[src/rtl/vga_text_pkg.sv]
// vga_text_pkg: shared cell geometry, text-buffer word layout, palette and pipeline stage types
package vga_text_pkg;
  localparam int CHAR_W = 16;
  localparam int CHAR_H = 16;
  typedef struct packed {
    logic [3:0] bg;
    logic [3:0] fg;
    logic [7:0] chr;
  } tb_word_t;
  localparam logic [11:0] PALETTE [16] = '{
    12'h000, 12'h00A, 12'h0A0, 12'h0AA, 12'hA00, 12'hA0A, 12'hA50, 12'hAAA,
    12'h555, 12'h55F, 12'h5F5, 12'h5FF, 12'hF55, 12'hF5F, 12'hFF5, 12'hFFF
  };
  typedef struct packed {
    logic [3:0] px;
    logic [3:0] py;
    logic [5:0] col;
    logic [5:0] row;
    logic       video_on;
    logic       hsync;
    logic       vsync;
    logic       pix_en;
  } s1_t;
  typedef struct packed {
    logic [3:0] px;
    logic [3:0] py;
    logic [3:0] fg;
    logic [3:0] bg;
    logic       cursor_hit;
    logic       video_on;
    logic       hsync;
    logic       vsync;
    logic       pix_en;
  } s2_t;
  localparam s1_t S1_RST = '{px: 4'd0, py: 4'd0, col: 6'd0, row: 6'd0,
                             video_on: 1'b0, hsync: 1'b1, vsync: 1'b1, pix_en: 1'b0};
  localparam s2_t S2_RST = '{px: 4'd0, py: 4'd0, fg: 4'd0, bg: 4'd0, cursor_hit: 1'b0,
                             video_on: 1'b0, hsync: 1'b1, vsync: 1'b1, pix_en: 1'b0};
endpackage

[src/rtl/vga_text_renderer_if.sv]
// vga_text_renderer_if: timing inputs, cursor, text/font memory ports and pixel outputs of the renderer
interface vga_text_renderer_if;
  logic         pix_en;
  logic [9:0]   pixel_x;
  logic [9:0]   pixel_y;
  logic         video_on;
  logic         hsync;
  logic         vsync;
  logic         cursor_en;
  logic [5:0]   cursor_col;
  logic [4:0]   cursor_row;
  logic [10:0]  tb_addr;
  logic [15:0]  tb_data;
  logic [7:0]   font_addr;
  logic [255:0] font_data;
  logic [11:0]  rgb_o;
  logic         hsync_o;
  logic         vsync_o;
  logic         pix_valid_o;
  modport master (
    output pix_en, pixel_x, pixel_y, video_on, hsync, vsync,
    output cursor_en, cursor_col, cursor_row, tb_data, font_data,
    input  tb_addr, font_addr, rgb_o, hsync_o, vsync_o, pix_valid_o
  );
  modport slave (
    input  pix_en, pixel_x, pixel_y, video_on, hsync, vsync,
    input  cursor_en, cursor_col, cursor_row, tb_data, font_data,
    output tb_addr, font_addr, rgb_o, hsync_o, vsync_o, pix_valid_o
  );
endinterface

[src/rtl/vga_cursor_blink.sv]
// vga_cursor_blink: counts vsync falling edges and toggles the cursor phase every BLINK_FRAMES frames
module vga_cursor_blink #(
  parameter int BLINK_FRAMES = 30
) (
  input  logic clk,
  input  logic rst,
  input  logic vsync,
  output logic blink_phase
);
  logic       prev_vs;
  logic       wrap;
  logic [7:0] frame_cnt;
  if (BLINK_FRAMES < 1 || BLINK_FRAMES > 255) begin : g_range_check
    $error("BLINK_FRAMES must lie in 1..255");
  end
  assign wrap = frame_cnt == 8'(BLINK_FRAMES - 1);
  always_ff @(posedge clk) begin
    if (rst) begin
      prev_vs     <= 1'b1;
      frame_cnt   <= 8'd0;
      blink_phase <= 1'b1;
    end else begin
      prev_vs <= vsync;
      if (prev_vs && !vsync) begin
        frame_cnt   <= wrap ? 8'd0 : frame_cnt + 8'd1;
        blink_phase <= wrap ? ~blink_phase : blink_phase;
      end
    end
  end
endmodule

[src/rtl/vga_text_renderer.sv]
// vga_text_renderer: three-stage text-mode pipeline (cell fetch, glyph fetch, colour/cursor/sync realign)
module vga_text_renderer
  import vga_text_pkg::*;
#(
  parameter int TEXT_COLS    = 40,
  parameter int TEXT_ROWS    = 30,
  parameter int BLINK_FRAMES = 30
) (
  input logic                clk,
  input logic                rst,
  vga_text_renderer_if.slave bus
);
  s1_t        s1;
  s2_t        s2;
  tb_word_t   w;
  logic [5:0] col;
  logic [5:0] row;
  logic       blink_phase;
  logic       glyph_bit;
  logic [3:0] idx;
  if (TEXT_COLS * TEXT_ROWS > 2048) begin : g_geom_check
    $error("text grid does not fit the 11-bit text buffer address");
  end
  vga_cursor_blink #(.BLINK_FRAMES(BLINK_FRAMES)) u_blink (
    .clk         (clk),
    .rst         (rst),
    .vsync       (bus.vsync),
    .blink_phase (blink_phase)
  );
  always_comb begin
    col       = 6'(bus.pixel_x / 10'(CHAR_W));
    row       = 6'(bus.pixel_y / 10'(CHAR_H));
    w         = bus.tb_data;
    glyph_bit = bus.font_data[{s2.py, ~s2.px}];
    idx       = (glyph_bit ^ s2.cursor_hit) ? s2.fg : s2.bg;
  end
  // Out-of-grid addresses are left unchecked; such pixels are outside video_on
  assign bus.tb_addr   = 11'(int'(row) * TEXT_COLS + int'(col));
  assign bus.font_addr = w.chr;
  always_ff @(posedge clk) begin
    if (rst) begin
      s1              <= S1_RST;
      s2              <= S2_RST;
      bus.rgb_o       <= 12'h000;
      bus.hsync_o     <= 1'b1;
      bus.vsync_o     <= 1'b1;
      bus.pix_valid_o <= 1'b0;
    end else begin
      s1 <= '{px: bus.pixel_x[3:0], py: bus.pixel_y[3:0], col: col, row: row,
              video_on: bus.video_on, hsync: bus.hsync, vsync: bus.vsync, pix_en: bus.pix_en};
      s2 <= '{px: s1.px, py: s1.py, fg: w.fg, bg: w.bg,
              cursor_hit: bus.cursor_en && s1.col == bus.cursor_col &&
                          s1.row == {1'b0, bus.cursor_row} && blink_phase,
              video_on: s1.video_on, hsync: s1.hsync, vsync: s1.vsync, pix_en: s1.pix_en};
      bus.rgb_o       <= s2.video_on ? PALETTE[idx] : 12'h000;
      bus.hsync_o     <= s2.hsync;
      bus.vsync_o     <= s2.vsync;
      bus.pix_valid_o <= s2.pix_en;
    end
  end
endmodule

[src/flat_wrapper.sv]
// flat-port wrapper written by rule: the top's interface ports become plain ports
module vga_text_renderer_flat import vga_text_pkg::*;
#(
  parameter int TEXT_COLS    = 40,
  parameter int TEXT_ROWS    = 30,
  parameter int BLINK_FRAMES = 30
)
  (clk, rst, bus_pix_en, bus_pixel_x, bus_pixel_y, bus_video_on, bus_hsync, bus_vsync, bus_cursor_en, bus_cursor_col, bus_cursor_row, bus_tb_data, bus_font_data, bus_tb_addr, bus_font_addr, bus_rgb_o, bus_hsync_o, bus_vsync_o, bus_pix_valid_o);
  vga_text_renderer_if bus_i ();
  input logic clk;
  input logic rst;
  input wire logic [$bits(bus_i.pix_en)-1:0] bus_pix_en;
  input wire logic [$bits(bus_i.pixel_x)-1:0] bus_pixel_x;
  input wire logic [$bits(bus_i.pixel_y)-1:0] bus_pixel_y;
  input wire logic [$bits(bus_i.video_on)-1:0] bus_video_on;
  input wire logic [$bits(bus_i.hsync)-1:0] bus_hsync;
  input wire logic [$bits(bus_i.vsync)-1:0] bus_vsync;
  input wire logic [$bits(bus_i.cursor_en)-1:0] bus_cursor_en;
  input wire logic [$bits(bus_i.cursor_col)-1:0] bus_cursor_col;
  input wire logic [$bits(bus_i.cursor_row)-1:0] bus_cursor_row;
  input wire logic [$bits(bus_i.tb_data)-1:0] bus_tb_data;
  input wire logic [$bits(bus_i.font_data)-1:0] bus_font_data;
  output wire logic [$bits(bus_i.tb_addr)-1:0] bus_tb_addr;
  output wire logic [$bits(bus_i.font_addr)-1:0] bus_font_addr;
  output wire logic [$bits(bus_i.rgb_o)-1:0] bus_rgb_o;
  output wire logic [$bits(bus_i.hsync_o)-1:0] bus_hsync_o;
  output wire logic [$bits(bus_i.vsync_o)-1:0] bus_vsync_o;
  output wire logic [$bits(bus_i.pix_valid_o)-1:0] bus_pix_valid_o;
  assign bus_i.pix_en = bus_pix_en;
  assign bus_i.pixel_x = bus_pixel_x;
  assign bus_i.pixel_y = bus_pixel_y;
  assign bus_i.video_on = bus_video_on;
  assign bus_i.hsync = bus_hsync;
  assign bus_i.vsync = bus_vsync;
  assign bus_i.cursor_en = bus_cursor_en;
  assign bus_i.cursor_col = bus_cursor_col;
  assign bus_i.cursor_row = bus_cursor_row;
  assign bus_i.tb_data = bus_tb_data;
  assign bus_i.font_data = bus_font_data;
  assign bus_tb_addr = bus_i.tb_addr;
  assign bus_font_addr = bus_i.font_addr;
  assign bus_rgb_o = bus_i.rgb_o;
  assign bus_hsync_o = bus_i.hsync_o;
  assign bus_vsync_o = bus_i.vsync_o;
  assign bus_pix_valid_o = bus_i.pix_valid_o;
  vga_text_renderer #(.TEXT_COLS(TEXT_COLS), .TEXT_ROWS(TEXT_ROWS), .BLINK_FRAMES(BLINK_FRAMES)) u_core (.clk(clk), .rst(rst), .bus(bus_i));
endmodule
[config.mk]
export PLATFORM = sky130hd
export DESIGN_NAME = vga_text_renderer_flat
export DESIGN_NICKNAME = d
export VERILOG_FILES = /design/src/rtl/vga_text_pkg.sv /design/src/rtl/vga_text_renderer_if.sv /design/src/rtl/vga_cursor_blink.sv /design/src/rtl/vga_text_renderer.sv /design/src/flat_wrapper.sv
export SDC_FILE = /design/constraint.sdc
export NUM_CORES = 1
export LEC_CHECK = 0
export ABC_AREA = 1
export CELL_PAD_IN_SITES_DETAIL_PLACEMENT = 1
export CELL_PAD_IN_SITES_GLOBAL_PLACEMENT = 2
export CORE_ASPECT_RATIO = 1.2
export CORE_MARGIN = 10
export CORE_UTILIZATION = 15
export DETAILED_ROUTE_END_ITERATION = 10
export GPL_TIMING_DRIVEN = 0
export PLACE_DENSITY = 0.86
export RECOVER_POWER = 25
export SLEW_MARGIN = 20
export SYNTH_ARGS = -nofsm -noshare
export SYNTH_HDL_FRONTEND = slang
export SYNTH_SLANG_ARGS = --single-unit
[constraint.sdc]
create_clock -name clk -period 2.1 [get_ports clk]
set_input_delay 0.315 -clock clk [delete_from_list [all_inputs] [get_ports clk]]
set_output_delay 0.315 -clock clk [all_outputs]
set_load 0.02 [all_outputs]
==> results, run 1 <==
- For this run, the register share of the synthesized area comes to 0.236.
- The area taken by multi-input logic gates is 3930 um^2.
- The final layout net count is 1594.
- Clock tree synthesis inserted a total of 9 buffers.
- The highest clock frequency the design can meet is 432 MHz.
- Counting every sink on the clock net gives 62.
- After layout, the minimum clock period comes to 2.32 ns.
- The largest single stage delay on the critical path is 0.57 ns.
- The clock reaches the later pin of the worst-skew pair after 0.33 ns.
- Ranked by total cell area, the synthesized netlist is headed by sky130_fd_sc_hd__nand3_1 25%, sky130_fd_sc_hd__dfxtp_1 24%, sky130_fd_sc_hd__nand2_1 22%.
- The initial antenna violation count came to 7.
- The max-slew violation count is 0.
- The detail route stage leaves a number of antenna-violating nets equal to 0.
- For this run the aggregate overflow at the end of global routing stands at 0.
- In this run the standard cell core region covers 34800 um^2.
- The number of enable-type register cells in the synthesized netlist is 0.
- By count the netlist is led by 303 x sky130_fd_sc_hd__nand2_1, 261 x sky130_fd_sc_hd__nand3_1, 68 x sky130_fd_sc_hd__inv_1.
- The startpoint type of the worst setup path is an input pin.
- The leakage dissipation is roughly 4.7 nW.
- Of the post-synthesis cell area, the dominant cell type holds 0.249.
- approximately 340 I/O pins were placed.
- The number of placed instances, taps included, is ~1700.
- The kind of capture point of the worst setup path is an output pin.
- Data on the critical path is required at its endpoint by 1.78 ns.
- The area growth from synthesis to layout is 109%.
- The post-DP HPWL is slightly below 30000 um.
- The H-tree depth reported by CTS is 3.
- The clock tree from TritonCTS is built.
- The number of violations of the max-capacitance limit is 0.
- The utilization after layout is 0.315.
- The total of buffers placed on input and output ports is 335.
- The signal on the critical path passes through buf_12 -> ha_4 -> ha_4 -> fa_2 -> and3_4 -> nand3_4 -> xor2_2 -> buf_6.
- The initial core utilization is 0.151.
- The overall via count from detail_route is 7376.
- The first-pass GRT wire length is 50800 um.
- The layout filler cell count is between 4000 and 5000.
- In the routed layout, each cell is associated on average with a via count of 4.24.
- The last weighted congestion value of the routability-driven placer is between 0.8 and 0.9.
- Excluding fillers, the count of instances in the completed layout stands at 1740.
- In the post-route analysis, the smallest setup slack over all paths is -0.216 ns.
- The via count of the first global-routing pass is 8130.
- Data arrives at the worst endpoint at about 2 ns.
- The critical path in this run is classified as input pin to output pin.
- The finished cells cover roughly 11000 um^2.
- The relative slew slack is 0.534.
- Along the worst path, the maximum fanout reaches 3.
- The sequential cells in the finished layout cover a total of 1240 um^2.
- On the final layout, the worst clock skew is ~0.0068 ns.
- The number of buffer and inverter stages on the critical path is 2.
- The async set-reset flop share out of synthesis is 0.
- The cell family contributing the most delay on the critical path is adder cells.
- The cell that appears most often on the critical path is sky130_fd_sc_hd__ha_4.
- The synthesized area per cell is 5.85 um^2.
- In the synthesized netlist, the number of instances is 897.
- The pre-antenna-repair detailed-routing pass consisted of 4 iterations.
- In the global route stage, overall resource usage came out at 0.156.
- Entering global routing, the biggest net connects 13 pins.
- The synthesized net count is 1222.
- The slew of the pin with the lowest slew margin is 0.698 ns.
- In this run the cell area of the synthesized design comes to 5250 um^2.
- Counting distinct cell types in the post-synthesis netlist gives 29.
- The run finished, with violations left.
- The largest total area in the synthesized netlist belongs to sky130_fd_sc_hd__nand3_1.
- The total number of yosys warnings is 0.
- For this run, the leading register cell type out of synthesis is sky130_fd_sc_hd__dfxtp_1.
- The floorplan row count is 75.
- On the critical path, the stage with the largest delay is an instance of sky130_fd_sc_hd__fa_2.
- The cell chosen for the clock root is sky130_fd_sc_hd__clkbuf_16.
- The ratio of total power to cell area is 441 nW/um^2.
- The first routing iteration left 263 violations.
- The cell area after placement is 9210 um^2.
- Setup violations remaining at the end of the flow were counted as 9.
- Setup repair after global routing could not meet its margin everywhere.
- The most repeated cell in the gate-level netlist after synthesis is sky130_fd_sc_hd__nand2_1.
- The maximum vdd ir drop is roughly 0.36 mV.
- The die span in x is ~190 um.
- No sink is reached through more buffers than the 2 on the longest clock path.
- Clock-pin slew was measured on the worst setup and hold paths at 0.06 ns.
- The proportion of layout cells with a drive suffix above 1 is 0.192.
- The checks that failed: setup timing.
- The post-route fraction of the period consumed by the critical path is 1.10.
- In the routed design, unresolved DRC markers number 0.
- The post-synthesis register bit count is 62.
- In the final timing run, aggregate negative setup slack is -1.21 ns.
- The number of failing hold endpoints at the final stage is 0.
- Wires add up to 36500 um.
- The die outline area is roughly 43000 um^2.
- In the final routed layout, each cell accounts on average for 20.9 um.
- The worst hold path belongs to the class input pin to flop.
- The floorplan step set the die height to between 200 and 250 um.
-- metal layers --
| layer | vias up | share of wire | global-route usage |
|---|---|---|---|
| li1 | 3609 | - | - |
| met1 | 3472 | 0.38 | 0.166 |
| met2 | 253 | 0.52 | 0.292 |
| met3 | 36 | 0.085 | 0.0477 |
| met4 | 6 | 0.018 | 0.0351 |
| met5 | - | 0.0011 | 0 |
-- through the flow --
step | hold slack [ns] | total power [mW] | setup WS [ns]
3_3_place_gp | 0.394 | 2.90 | -1.19
2_1_floorplan | 0.388 | 1.97 | -0.0937
5_1_grt | 0.218 | 5.12 | -0.367
3_5_place_dp | 0.395 | 2.93 | -1.25
6_report | 0.194 | 4.84 | -0.216
4_1_cts | 0.236 | 4.73 | -0.211
-- flip-flops by register name, summed over array words and instances, names as in the netlist --
signal / cells
u_core.bus.hsync_o: 1
u_core.s1: 24
u_core.u_blink.frame_cnt: 8
u_core.bus.rgb_o: 5
u_core.s2: 21
u_core.u_blink.blink_phase: 1
u_core.bus.pix_valid_o: 1
u_core.bus.vsync_o: 1
-- cell type report --
type / instances / area share
clock buffer: 9 / 0.0205
timing repair buffer: 362 / 0.344
tap: 462 / 0.0527
buffer: 74 / 0.0755
inverter: 70 / 0.0255
sequential: 62 / 0.113
clock inverter: 7 / 0.00900
antenna: 4 / 0.000912
multi-input combinational: 690 / 0.358
-- cell usage in the layout (no fill, tap or decap), types with 7 or more instances in the layout --
cell type and n:
sky130_fd_sc_hd__inv_1 64, sky130_fd_sc_hd__nor2_1 57, sky130_fd_sc_hd__nand3_2 65, sky130_fd_sc_hd__dfxtp_1 61
sky130_fd_sc_hd__nand3_1 189, sky130_fd_sc_hd__ha_4 7, sky130_fd_sc_hd__nand3_4 9, sky130_fd_sc_hd__buf_6 17
sky130_fd_sc_hd__clkdlybuf4s50_1 316, sky130_fd_sc_hd__buf_4 36, sky130_fd_sc_hd__buf_12 16, sky130_fd_sc_hd__buf_8 7
sky130_fd_sc_hd__clkbuf_16 20, sky130_fd_sc_hd__xnor2_1 14, sky130_fd_sc_hd__nand2_1 291, sky130_fd_sc_hd__nand2_2 9
-- report_power, final --
part | internal [mW] | total [mW] | switching [mW]
Clock | 1.04 | 1.59 | 0.551
Combinational | 1.09 | 1.99 | 0.905
Sequential | 1.23 | 1.26 | 0.0291
-- logic make-up (layout without fill, tap and decap cells) --
family / after synthesis / after routing / share of synthesized area
compound gates: 11 / 11 / 0.0114
flops: 62 / 62 / 0.236
simple gates: 641 / 641 / 0.531
buf+inv: 145 / 522 / 0.144
xor+xnor: 23 / 23 / 0.0384
fa+ha+maj: 15 / 15 / 0.0386
other cells: 0 / 4 / 0
-- worst min-delay path: cells and delay by family --
kind	cells	cell delay, ns
buffers and inverters	2	0.14
AND/OR/NAND/NOR	1	0.03
-- path summary, 6_finish.rpt --
path | from | endpoint | slack, ns | cells past startpoint
setup / recovery | bus_pixel_y[7] | bus_tb_addr[10] | -0.22 | 8
hold / removal | bus_pixel_x[7] | u_core.s1[13]$_SDFF_PP0_ | 0.19 | 3
setup reg to reg | u_core.s2[17]$_SDFF_PP0_ | u_core.bus.rgb_o[7]$_SDFF_PP0_ | -0.20 | 20
hold reg to reg | u_core.s1[0]$_SDFF_PP0_ | u_core.s2[0]$_SDFF_PP0_ | 0.40 | 2
-- what timing repair did --
item	4_1_cts	5_1_grt
hold buffers	0	0
pin swaps	14	31
gates resized for setup	221	72
setup buffers	9	5
setup endpoints to repair	12	11
gates cloned	2	11
(Power assumes the default switching activity.)
==> run 2: changes to the inputs <==
- CELL_PAD_IN_SITES_GLOBAL_PLACEMENT: 2 -> 1
- CORE_UTILIZATION: 15 -> 21
- PLACE_DENSITY: 0.86 -> 0.87
==> results, run 2 (synthesized netlist as in run 1, its figures left out) <==
- The run finished, with violations left.
- The checks that failed: setup timing.
- The clock transition at the registers of the reported paths is 0.06 ns.
- STA classifies the critical path startpoint as an input pin.
- The relative slew slack is 0.564.
- The utilization after layout is 0.432.
- For the worst setup path, the data arrival time is 2.00 ns.
- The clock reaches the later pin of the worst-skew pair after about 0.34 ns.
- Setup repair after global routing could not meet its margin everywhere.
- The remaining routing DRC violations is 0.
- The clock tree buffer depth is 2.
- The die outline area is 31800 um^2.
- For the pin with the worst max-slew slack, the measured transition is 0.654 ns.
- The post-route standard cell area excluding fillers is 10700 um^2.
- The multi-input combinational cells in the finished layout cover a total of 3940 um^2.
- The first-pass GRT wire length is between 50000 and 60000 um.
- The HPWL after detailed placement is between 20000 and 30000 um.
- The commonest non-fill, non-tap cell in the layout is sky130_fd_sc_hd__clkdlybuf4s50_1.
- The largest registers in the layout are u_core.s1: 24 flops, u_core.s2: 21 flops, u_core.u_blink.frame_cnt: 8 flops.
- Entering global routing, the biggest net connects 13 pins.
- The area overhead of the layout relative to synthesis is 103%.
- Clock tree synthesis found a total of 62 sinks.
- The worst setup margin is -0.210 ns.
- The proportion of layout cells with a drive suffix above 1 is 0.194.
- The total length of routed wires is 35500 um.
- The via count of the first global-routing pass is 8342.
- The worst setup path is captured at an output pin.
- The die span in x is between 150 and 200 um.
- The pre-antenna-repair detailed-routing pass consisted of 5 iterations.
- After the first detailed-routing iteration, the DRC count stood at about 300.
- Clock tree synthesis selected as its root buffer the cell sky130_fd_sc_hd__clkbuf_16.
- The sequential cells in the finished layout cover a total of ~1200 um^2.
- The highest clock frequency the design can meet is around 430 MHz.
- The register containing the most flip-flops in the final layout is u_core.s1.
- Setup violations remaining at the end of the flow were counted as 9.
- Dividing total power by cell area gives a power density of around 450 nW/um^2.
- The placed instances occupy a cell area of between 9000 and 10000 um^2.
- The startpoint-to-endpoint class of the critical path is input pin to output pin.
- The routed layout has 7503 vias.
- The top cell types in the final layout, fill and taps aside, are 317 x sky130_fd_sc_hd__clkdlybuf4s50_1, 288 x sky130_fd_sc_hd__nand2_1, 184 x sky130_fd_sc_hd__nand3_1.
- The worst hold slack across all endpoints is between 0.2 and 0.25 ns.
- TritonCTS created 9 clock buffers.
- The maximum vdd ir drop is 0.514 mV.
- The analysis attributes to cell leakage a power of 4.62 nW.
- The path class of the tightest hold or removal check is input pin to flop.
- The clock tree from TritonCTS is built.
- After floorplanning, the core was sized to cover 24700 um^2.
- The post-route fraction of the period consumed by the critical path is 1.10.
- The maximum fanout along the worst path is 2.
- The filler cells instantiated in the layout total 3059.
- The mean routed wirelength per cell is ~22 um.
- The number of hold-repair buffers added at the cts stage is 0.
- The number of flip-flops under the largest register name is 24.
- The minimum period implied by the final worst setup slack is around 2.3 ns.
- Data on the critical path is required at its endpoint by ~1.8 ns.
- For this design the top-level I/O count stands at 344.
- The number of failing hold endpoints at the final stage was 0.
- The initial core utilization is 0.213.
- The global router's overall resource usage is 0.211.
- The max-slew violation count is 0.
- The last weighted congestion value of the routability-driven placer is around 0.94.
- In this run the tool buffered the top-level ports with 335 buffer cells.
- In this run the vertical extent of the chip is 193 um.
- The initial antenna violation count came to 8.
- The H-tree depth reported by CTS is 3.
- The count of nets left with antenna violations once routing finished came out at 0.
- After global routing the overflow that remains totals 0.
- In the routed layout, each cell is associated on average with a via count of between 4 and 5.
- The floorplan has 63 rows.
- The final layout net count is roughly 1600.
- Across the run, the number of max-cap violations was 0.
- Across all register-to-register paths, the minimum setup slack is -0.17 ns.
- The design draws 4.83 mW.
- The clock arrives with 0.00694 ns of skew.
- The post-placement setup slack is -1.25 ns.
-- run 2: cell types whose count changed in the layout (fill, tap and decap cells not counted), sizes merged --
cell,previous run,this run
clkinvlp,3,2
inv,68,70
clkinv,4,3
clkbuf,37,28
buf,85,87
dlygate4sd2,4,1
dlygate4sd3,3,2
diode,4,7
clkdlybuf4s15,0,1
dlymetal6s2s,0,2
clkdlybuf4s50,316,317
-- run 2: critical path: stages --
cell and delay [ns]:
sky130_fd_sc_hd__buf_8 0.10, sky130_fd_sc_hd__ha_4 0.24, sky130_fd_sc_hd__ha_4 0.16, sky130_fd_sc_hd__fa_2 0.56, sky130_fd_sc_hd__and3_4 0.23, sky130_fd_sc_hd__nand3_4 0.09, sky130_fd_sc_hd__xor2_2 0.16, sky130_fd_sc_hd__buf_6 0.14
-- run 2: power breakdown --
group	internal, mW	switching [mW]	total, mW
registers	1.23	0.0307	1.26
logic	1.06	0.896	1.96
clock network	1.04	0.575	1.62
total	3.33	1.50	4.83
-- run 2: repair_timing --
item                                   CTS  global route
setup endpoints to repair               12            12
endpoints found under the hold margin    0             0
cloned                                   5             4
buffers inserted                         7             4
pin swaps                               42            33
resized for setup                      225            73
-- run 2: per-layer routing --
metal / vias to the layer above / part of all wire / routed length, um / track usage
li1: 3610 / - / - / -
met5: - / 0.00037 / 13 / 0
met3: 59 / 0.084 / 2970 / 0.0658
met1: 3529 / 0.36 / 12900 / 0.217
met2: 303 / 0.52 / 18500 / 0.389
met4: 2 / 0.031 / 1090 / 0.0704
-- run 2: worst paths after layout --
check,end,startpoint,cells after the start
max reg2reg,u_core.bus.rgb_o[6]$_SDFF_PP0_,u_core.s2[17]$_SDFF_PP0_,21
max,bus_tb_addr[10],bus_pixel_y[5],8
min,u_core.s1[4]$_SDFF_PP0_,bus_pixel_y[4],3
min reg2reg,u_core.s2[15]$_SDFF_PP0_,u_core.s1[18]$_SDFF_PP0_,2
-- run 2: area by class of cell --
type / instances / share of cell area
tap: 325 / 0.0382
inverter: 70 / 0.0261
buffer: 74 / 0.0722
timing repair buffer: 355 / 0.346
clock inverter: 7 / 0.00904
clock buffer: 9 / 0.0211
sequential: 62 / 0.117
multi-input combinational: 690 / 0.369
antenna: 7 / 0.00164
-- run 2: stage by stage --
stage | std cells | TNS, ns
after global placement | 1557 | -9.04
final | 1599 | -1.02
after floorplan | 897 | -0.217
after CTS | 1584 | -0.951
after global routing | 1599 | -1.97
after detailed placement | 1557 | -9.59
